===== src/rtl/sha256_seq.sv =====
// ============================================================================
//  Module      : sha256_seq
//  Description : Iterative SHA-256 compression, one round per clock, rolling
//                16-word schedule, chaining state held across blocks.
//                Optional abort port enabled by SHA256_SEQ_ABORT_EN.
//  Revision    : 1.0 - initial release
// ============================================================================
`default_nettype none

module sha256_seq (
    input  logic         clk,
    input  logic         reset,
    input  logic         start,
    input  logic         first,
    input  logic [0:511] block,
`ifdef SHA256_SEQ_ABORT_EN
    input  logic         abort,
`endif
    output logic         busy,
    output logic         done,
    output logic [0:255] digest
);

    typedef enum logic [1:0] {
        IDLE  = 2'd0,
        ROUND = 2'd1,
        FINAL = 2'd2
    } state_t;

    localparam logic [31:0] C_IV [8] = '{
        32'h6a09e667, 32'hbb67ae85, 32'h3c6ef372, 32'ha54ff53a,
        32'h510e527f, 32'h9b05688c, 32'h1f83d9ab, 32'h5be0cd19
    };

    localparam logic [31:0] C_K [64] = '{
        32'h428a2f98, 32'h71374491, 32'hb5c0fbcf, 32'he9b5dba5, 32'h3956c25b, 32'h59f111f1, 32'h923f82a4, 32'hab1c5ed5,
        32'hd807aa98, 32'h12835b01, 32'h243185be, 32'h550c7dc3, 32'h72be5d74, 32'h80deb1fe, 32'h9bdc06a7, 32'hc19bf174,
        32'he49b69c1, 32'hefbe4786, 32'h0fc19dc6, 32'h240ca1cc, 32'h2de92c6f, 32'h4a7484aa, 32'h5cb0a9dc, 32'h76f988da,
        32'h983e5152, 32'ha831c66d, 32'hb00327c8, 32'hbf597fc7, 32'hc6e00bf3, 32'hd5a79147, 32'h06ca6351, 32'h14292967,
        32'h27b70a85, 32'h2e1b2138, 32'h4d2c6dfc, 32'h53380d13, 32'h650a7354, 32'h766a0abb, 32'h81c2c92e, 32'h92722c85,
        32'ha2bfe8a1, 32'ha81a664b, 32'hc24b8b70, 32'hc76c51a3, 32'hd192e819, 32'hd6990624, 32'hf40e3585, 32'h106aa070,
        32'h19a4c116, 32'h1e376c08, 32'h2748774c, 32'h34b0bcb5, 32'h391c0cb3, 32'h4ed8aa4a, 32'h5b9cca4f, 32'h682e6ff3,
        32'h748f82ee, 32'h78a5636f, 32'h84c87814, 32'h8cc70208, 32'h90befffa, 32'ha4506ceb, 32'hbef9a3f7, 32'hc67178f2
    };

    function automatic logic [31:0] bsig0(input logic [31:0] x);
        return {x[1:0], x[31:2]} ^ {x[12:0], x[31:13]} ^ {x[21:0], x[31:22]};
    endfunction

    function automatic logic [31:0] bsig1(input logic [31:0] x);
        return {x[5:0], x[31:6]} ^ {x[10:0], x[31:11]} ^ {x[24:0], x[31:25]};
    endfunction

    function automatic logic [31:0] ssig0(input logic [31:0] x);
        return {x[6:0], x[31:7]} ^ {x[17:0], x[31:18]} ^ {3'b000, x[31:3]};
    endfunction

    function automatic logic [31:0] ssig1(input logic [31:0] x);
        return {x[16:0], x[31:17]} ^ {x[18:0], x[31:19]} ^ {10'b0, x[31:10]};
    endfunction

    state_t       state_q, state_d;
    logic [5:0]   t_q, t_d;
    logic         done_q, done_d;
    logic [31:0]  h_q [8];
    logic [31:0]  h_d [8];
    logic [31:0]  v_q [8];   // working variables a..h at indices 0..7
    logic [31:0]  v_d [8];
    logic [31:0]  w_q [16];
    logic [31:0]  w_d [16];
    logic [0:255] dig_q, dig_d;
    logic         abort_req;
    logic [31:0]  t1, t2, w_new;

`ifdef SHA256_SEQ_ABORT_EN
    assign abort_req = abort;
`else
    assign abort_req = 1'b0;
`endif

    always_comb begin
        t1 = v_q[7] + bsig1(v_q[4]) + ((v_q[4] & v_q[5]) ^ (~v_q[4] & v_q[6]))
           + C_K[t_q] + w_q[0];
        t2 = bsig0(v_q[0]) + ((v_q[0] & v_q[1]) ^ (v_q[0] & v_q[2]) ^ (v_q[1] & v_q[2]));
        w_new = ssig1(w_q[14]) + w_q[9] + ssig0(w_q[1]) + w_q[0];
    end

    always_comb begin
        state_d = state_q;
        t_d     = t_q;
        done_d  = 1'b0;
        h_d     = h_q;
        v_d     = v_q;
        w_d     = w_q;
        dig_d   = dig_q;
        case (state_q)
            IDLE: begin
                if (start) begin
                    for (int j = 0; j < 16; j++) begin
                        w_d[j] = block[j*32 +: 32];
                    end
                    for (int i = 0; i < 8; i++) begin
                        v_d[i] = first ? C_IV[i] : h_q[i];
                        if (first) begin
                            h_d[i] = C_IV[i];
                        end
                    end
                    t_d     = 6'd0;
                    state_d = ROUND;
                end
            end
            ROUND: begin
                if (abort_req) begin
                    state_d = IDLE;
                end else begin
                    v_d[7] = v_q[6];
                    v_d[6] = v_q[5];
                    v_d[5] = v_q[4];
                    v_d[4] = v_q[3] + t1;
                    v_d[3] = v_q[2];
                    v_d[2] = v_q[1];
                    v_d[1] = v_q[0];
                    v_d[0] = t1 + t2;
                    for (int i = 0; i < 15; i++) begin
                        w_d[i] = w_q[i+1];
                    end
                    w_d[15] = w_new;
                    t_d     = t_q + 6'd1;
                    if (t_q == 6'd63) begin
                        state_d = FINAL;
                    end
                end
            end
            FINAL: begin
                state_d = IDLE;
                // Abort wins here too, so H and the digest keep their old values
                if (!abort_req) begin
                    for (int i = 0; i < 8; i++) begin
                        h_d[i]             = h_q[i] + v_q[i];
                        dig_d[i*32 +: 32]  = h_q[i] + v_q[i];
                    end
                    done_d = 1'b1;
                end
            end
            default: state_d = IDLE;
        endcase
    end

    always_ff @(posedge clk or negedge reset) begin
        if (!reset) begin
            state_q <= IDLE;
            t_q     <= 6'd0;
            done_q  <= 1'b0;
            for (int i = 0; i < 8; i++) begin
                h_q[i]            <= C_IV[i];
                v_q[i]            <= 32'd0;
                dig_q[i*32 +: 32] <= C_IV[i];
            end
            for (int j = 0; j < 16; j++) begin
                w_q[j] <= 32'd0;
            end
        end else begin
            state_q <= state_d;
            t_q     <= t_d;
            done_q  <= done_d;
            h_q     <= h_d;
            v_q     <= v_d;
            w_q     <= w_d;
            dig_q   <= dig_d;
        end
    end

    assign busy   = (state_q != IDLE);
    assign done   = done_q;
    assign digest = dig_q;

endmodule

`default_nettype wire

===== config.mk =====
export PLATFORM = sky130hd
export DESIGN_NAME = sha256_seq
export DESIGN_NICKNAME = d
export VERILOG_FILES = /design/src/rtl/sha256_seq.sv
export SDC_FILE = /design/constraint.sdc
export NUM_CORES = 2
export LEC_CHECK = 0
export BUFFER_PORTS_ARGS = -buffer_cell sky130_fd_sc_hd__buf_2
export CORE_ASPECT_RATIO = 1.2
export CORE_MARGIN = 10
export CORE_UTILIZATION = 55
export DETAILED_ROUTE_END_ITERATION = 8
export PLACE_DENSITY = 0.78
export SYNTH_ARGS = -nofsm -noshare
export SYNTH_HDL_FRONTEND = slang
export SYNTH_SLANG_ARGS = --single-unit

===== constraint.sdc =====
create_clock -name clk -period 7.8 [get_ports clk]
set_input_delay 0.39 -clock clk [delete_from_list [all_inputs] [get_ports clk]]
set_output_delay 0.39 -clock clk [all_outputs]
set_load 0.005 [all_outputs]

* After elaboration in Yosys (flattened, before gate mapping) *
Memories as Yosys holds them, arrays and structs flattened.
Index checks and enable logic that the tools add are counted.

word-level totals
  word-level logic and storage cells = 108
  output and inout bits = 258
  memory bits (read-only) = 2048
  bits of input ports = 516
  memories kept = 1
  flip-flop bits (word level) = 1289

cells by class
  add/sub/neg operators = 19
  $lt $le $gt $ge = 1
  muxes and demuxes = 21
  equal/unequal tests = 5
  bitwise logic cells = 18
  reduce and logical (&&, ||, !) cells = 7

memories
  memory           depth  width  rd ports  clocked after Yosys merged registers in  write ports  RTL line  RTL
  (no name shown)  64     32     1         0                                        0            83        + C_K[t_q] + w_q[0];

operators by type and width
  kind                                           count
  case mux 256 bit (2 select lines)              2
  case mux 512 bit (2 select lines)              1
  adder 32 bit                                   18
  2-to-1 mux 512 bit                             1
  2-to-1 mux 32 bit                              10
  XOR 32 bit                                     9
  2-to-1 mux 256 bit                             1
  bitwise AND 32 bit                             5
  inverter 32 bit                                1
  XOR 32 x 22 -> 32 bit                          1
  XOR 32 x 29 -> 32 bit                          1
  case mux 6 bit (2 select lines)                1
  >= comparator 7 bit, second input constant     1
  inverter 6 -> 7 bit                            1
  adder 6 x 1 -> 6 bit, second input constant    1
  == test 6 bit, second input constant           1
  2-to-1 mux 6 bit                               1
  AND reduction 2 bit                            3
  nonzero test 2 bit                             3
  2-to-1 mux 2 bit                               2
  inequality test 2 bit, second input constant   2
  case mux 2 bit (2 select lines)                1
  == test 2 x 1 -> 1 bit, second input constant  1
  == test 2 bit, second input constant           1
  other kinds (2)                                2

* Depth between registers and ports, before layout *
  depth after elaboration = 8
  gate-level depth with buffers = 39
  gate-level depth less buffers = 37

* Worst setup path before layout *
No wires, ideal clock.

  kind = flip-flop to flip-flop
  start point = register t_q[2]
  end point = register v_q[254] (netlist bit)
  library setup time = 0.134 ns
  clock period less this slack = 7.540 ns
  buffers on the path = 3
  arrival = 7.406 ns
  path slack = 0.260 ns
  cell stages (with the launch flop) = 37
  required time = 7.666 ns
  cell sequence = dfrtp_1 clkbuf_1 inv_1 clkbuf_1 clkbuf_1 ha_1 nor2b_1 a21oi_1 nor3b_1 a21oi_1 o21ai_0 fa_1 inv_1 ha_1 inv_1 fa_1 nand2b_1 a21oi_1 o21ai_0 nand2b_1 a21oi_1 o21ai_0 o21a_1 nor2_1 xnor2_1 inv_1 fa_1 inv_1 ha_1 and3_1 and2_1 a31o_2 o41a_1 a41o_1 a21oi_1 xor2_1 o21ai_0

between the ends
  word-level cells in the longest chain between the ends = 8

ends and longest elaborated chain
  item                                                  RTL line  RTL
  start: declaration                                    63        logic [5:0] t_q, t_d;
  start signal: assignment                              164       t_q <= t_d;
  inverter 6 -> 7 bit (not written as such)             83
  memory read (64 x 32 bit)                             --
  2-to-1 mux 32 bit (not written as such) (2 in a row)  83
  adder 32 bit (2 in a row)                             83
  adder 32 bit                                          123       v_d[0] = t1 + t2;
  case mux 256 bit (2 select lines)                     96        case (state_q)
  end signal: assignment                                167       v_q <= v_d;
  end: declaration                                      67        logic [31:0] v_q [8];

Every way passes these cells. The select of a mux whose other input is x is not followed.
A chain may end at the register's enable or synchronous reset.

* Worst setup path in the final report *
  start point = register t_q[1]
  end point = register v_q[254] (netlist bit)

The elaborated chain is that of the path after synthesis.

==> results.md <==
Yosys:
- In the synthesized netlist the dominant register cell turns out to be sky130_fd_sc_hd__dfrtp_1.
- In this run, distinct cell masters in the synthesized netlist total 84.
- The mean area per synthesized cell is 8.39 µm².
- The sequential share of the synthesized area is 39.6%.
- When the netlist entered floorplanning its net count stood at about 11000.
- In this run the cell area of the synthesized design comes to a little over 80000 µm².
- After synthesis the netlist holds a flip-flop and latch count of 1289.
- The count of warnings emitted by yosys is 0.
- Counting flops with a built-in enable in the synthesized netlist gives 0.
- The cell count after synthesis came out at about 9800.
- The post-synthesis async set-or-reset flop share is 100%.

Routing:
- Dividing the detail-routed via count by the number of cells gives 6.33.
- The wire length after detailed routing is 359 mm.
- Before antenna repair, the detailed router went through 9 iterations.
- Dividing the detail-routed wire length by the instance count gives ~28 µm.
- The DRC marker count from the first detailed-route iteration is 9937.
- The total via count in the routed design is between 80000 and 90000.
- The antenna violation net count after detailed routing is 0.
- The total DRC errors in the routed layout is 0.

Die:
- The floorplan has 155 rows.
- The floorplan step defined a core boundary enclosing 149000 µm².
- The y dimension of the die is 444 µm.
- The initial utilization of the core area, before any placement, comes to approximately 55%.
- In this run the horizontal extent of the chip is around 370 µm.
- The overall die area is 166000 µm².
- The I/O pin total is a little under 800.

Critical path:
- The critical setup path kind is reg -> reg.
- Grouping stages by cell kind, the critical path spends the most delay in compound AO/OA/AOI/OAI gates.
- The library cell contributing the largest single delay on the critical path is sky130_fd_sc_hd__fa_1.
- In this run the worst path has a maximum fanout of 7.
- Data on the critical path arrives at its endpoint at 8.10 ns.
- The sum of buffers and inverters on the critical path is 9.
- The required time reported for the critical path endpoint is 8.48 ns.
- STA classifies the critical path startpoint as a register.
- On the worst path, the slowest cell contributes a delay of between 0.5 and 0.6 ns.
- The worst register-to-register path has a depth of 34.
- Counting buffers and inverters, the worst setup path is 34 cells deep.
- STA classifies the critical path endpoint as a register.

Finish:
- In the final layout, the share of cells above drive strength 1 is 15.7%.
- In the final layout, flip-flops and latches occupy 32600 µm².
- The synthesis-to-layout area growth is 20.4%.
- The fill cell total of the finished layout is 11700.
- For this run, the number of standard cells in the final layout without fillers is 13000.
- The post-route cell area is about 99000 µm².
- The multi-input gate area in the final layout is 45600 µm².
- The final core utilization is about two thirds.
- The number of nets at the end of the flow is between 10000 and 15000.

STA:
- The number of pins with negative max-slew slack in the final report came to 0.
- Setup violations remaining at the end of the flow were counted as 0.
- The total negative slack is 0 ns.
- In this run the tightest slew margin relative to its limit is 23.3%.
- The clock arrives with between 0.03 and 0.04 ns of skew.
- The time the final worst path needs with I/O delays and setup is 7.42 ns.
- The fmax is 0.135 GHz.
- The final worst-path cycle share is 95.1%.
- For the pin with the worst max-slew slack, the measured transition is 1.14 ns.
- The final hold violation count was 0.

Clock tree:
- The total clock buffers created by CTS is around 140.
- The clock tree root buffer cell is sky130_fd_sc_hd__clkbuf_16.
- The number of sinks on the clock net is 1289.
- TritonCTS built the clock tree.
- In this run the deepest clock path goes through 3 buffers.
- The clock tree synthesis step divided the H-tree into 4 levels.
- At the later pin of the worst-skew pair, clock insertion delay measures 0.85 ns.
- The post-CTS clock slew at the launch and capture registers of the worst setup and hold paths is 0.07 ns.

GRT:
- Entering global routing, the biggest net connects 224 pins.
- The number of antenna violations at the first check in global routing is 36.
- The first global-routing pass estimated 526 mm of wire.
- The total global routing track utilization is 42.0%.
- The number of global-route vias before repair is 81000.
- The global route total overflow is 0.

Place:
- The placed standard-cell area is 89200 µm².
- The detailed placement HPWL is 255 mm.
- In this run, placement finished with an instance count of 12200.
- The weighted congestion at the end of routability-driven global placement is around 1.1.
- The number of port buffers is 773.

Hold path:
- The cell depth of the worst hold path is 3.
- The min-delay analysis places its worst path in the category in -> reg.

Flow run:
- The number of max-capacitance violations reported is 0.

Status:
- The run finished with clean final reports.
-- cell usage in the layout, fill, tap and decap left out, types with 63 or more instances in the layout --
| master | n |
|---|---|
| sky130_fd_sc_hd__dfstp_2 | 272 |
| sky130_fd_sc_hd__xor2_1 | 235 |
| sky130_fd_sc_hd__buf_2 | 771 |
| sky130_fd_sc_hd__fa_1 | 195 |
| sky130_fd_sc_hd__a21o_1 | 257 |
| sky130_fd_sc_hd__nand3_1 | 94 |
| sky130_fd_sc_hd__o31ai_1 | 131 |
| sky130_fd_sc_hd__o22ai_1 | 68 |
| sky130_fd_sc_hd__nor2b_1 | 63 |
| sky130_fd_sc_hd__dfrtp_1 | 1014 |
| sky130_fd_sc_hd__inv_1 | 504 |
| sky130_fd_sc_hd__clkbuf_16 | 139 |
| sky130_fd_sc_hd__nor3b_1 | 92 |
| sky130_fd_sc_hd__o21a_1 | 67 |
| sky130_fd_sc_hd__a21oi_1 | 551 |
| sky130_fd_sc_hd__a31oi_1 | 525 |
| sky130_fd_sc_hd__nor3_1 | 185 |
| sky130_fd_sc_hd__nor2_1 | 887 |
| sky130_fd_sc_hd__nand2b_1 | 82 |
| sky130_fd_sc_hd__dlygate4sd3_1 | 501 |
| sky130_fd_sc_hd__o21ai_0 | 587 |
| sky130_fd_sc_hd__ha_1 | 396 |
| sky130_fd_sc_hd__buf_4 | 324 |
| sky130_fd_sc_hd__xnor2_1 | 319 |
| sky130_fd_sc_hd__nand2_1 | 2018 |
-- final cells by class --
cell class	count	share of cell area (%)
multi-input cells	7357	45.9
flip-flops and latches	1289	32.9
repair buffers	1622	11.9
clock buffers	190	3.94
well taps	1962	2.47
inverters	510	1.93
clock inverters	58	0.836
diodes	35	0.0883
-- worst reg2reg max path: cells and delay by family, from the launching register on --
kind,cells,cell delay [ns]
AO/OA/AOI/OAI,13,2.66
XOR/XNOR,2,0.33
adder cells (fa/ha/maj),6,2.13
buffers and inverters,9,1.02
flip-flops,1,0.42
multiplexers,1,0.45
AND/OR/NAND/NOR,3,0.24
-- repair_timing --
action / CTS / global route
endpoints found under the setup margin: 0 / 15
hold buffers: 501 / 0
hold endpoints to repair: 599 / 0
resized for setup: 0 / 32
setup buffers: 0 / 1
-- Yosys cell counts, types with 65 or more instances --
library cell | number | area [µm²]
sky130_fd_sc_hd__dfrtp_1 | 1017 | 25400
sky130_fd_sc_hd__xnor2_1 | 323 | 2830
sky130_fd_sc_hd__a21o_1 | 257 | 1930
sky130_fd_sc_hd__a31oi_1 | 526 | 3290
sky130_fd_sc_hd__nand3_1 | 94 | 470
sky130_fd_sc_hd__nor2_1 | 890 | 3340
sky130_fd_sc_hd__o21ai_0 | 591 | 2960
sky130_fd_sc_hd__a21oi_1 | 555 | 2780
sky130_fd_sc_hd__nor3b_1 | 93 | 698
sky130_fd_sc_hd__nand2_1 | 2023 | 7590
sky130_fd_sc_hd__clkbuf_1 | 611 | 2290
sky130_fd_sc_hd__nand2b_1 | 84 | 526
sky130_fd_sc_hd__nor2b_1 | 65 | 407
sky130_fd_sc_hd__ha_1 | 399 | 4990
sky130_fd_sc_hd__inv_1 | 507 | 1900
sky130_fd_sc_hd__fa_1 | 195 | 3900
sky130_fd_sc_hd__dfstp_2 | 272 | 7150
sky130_fd_sc_hd__o21a_1 | 67 | 503
sky130_fd_sc_hd__nor3_1 | 185 | 926
sky130_fd_sc_hd__o31ai_1 | 133 | 998
sky130_fd_sc_hd__o22ai_1 | 68 | 425
sky130_fd_sc_hd__xor2_1 | 235 | 2060
-- kinds of logic after synthesis --
kind of cell | after synthesis | synth area share, %
AO/OA/AOI/OAI | 2541 | 19.2
XOR/XNOR | 558 | 5.93
adder cells (fa/ha/maj) | 597 | 10.8
buffers and inverters | 1167 | 5.32
flip-flops | 1289 | 39.6
multiplexers | 58 | 0.831
AND/OR/NAND/NOR | 3603 | 18.3
-- path summary, 6_finish.rpt --
path                       slack (ns)         from     endpoint
max in group asynchronous        5.53        reset      w_q[20]
min                              0.06    block[30]     w_q[481]
min in group asynchronous        0.11        reset     w_q[352]
min reg2reg                      0.46  digest[119]  digest[119]
max reg2reg                      0.38       t_q[1]     v_q[254]
max                              0.38       t_q[1]     v_q[254]
-- per-stage QoR --
stage / hold WS (ns) / setup slack, ns
6_report: 0.0559 / 0.381
5_1_grt: 0.0435 / -0.0174
4_1_cts: 0.0111 / 0.112
3_5_place_dp: 0.441 / 0.141
3_3_place_gp: 0.442 / 0.174
2_1_floorplan: 0.0944 / 0.260
-- flip-flops by register name, summed over array words and instances, names as in the netlist --
signal	flops
done	1
h_q	256
v_q	256
digest	256
t_q	6
state_q	2
w_q	512
-- layer usage --
metal | track usage, % | wire (µm) | up-vias
met3 | 10.8 | 36700 | 1565
met5 | 0.0290 | 101 | -
li1 | - | - | 35600
met2 | 65.6 | 158000 | 5580
met4 | 33.9 | 36900 | 16
met1 | 48.9 | 127000 | 39600
Power is not shown: default switching activity piles up to over one toggle a cycle in this logic, so the estimate is an artifact.
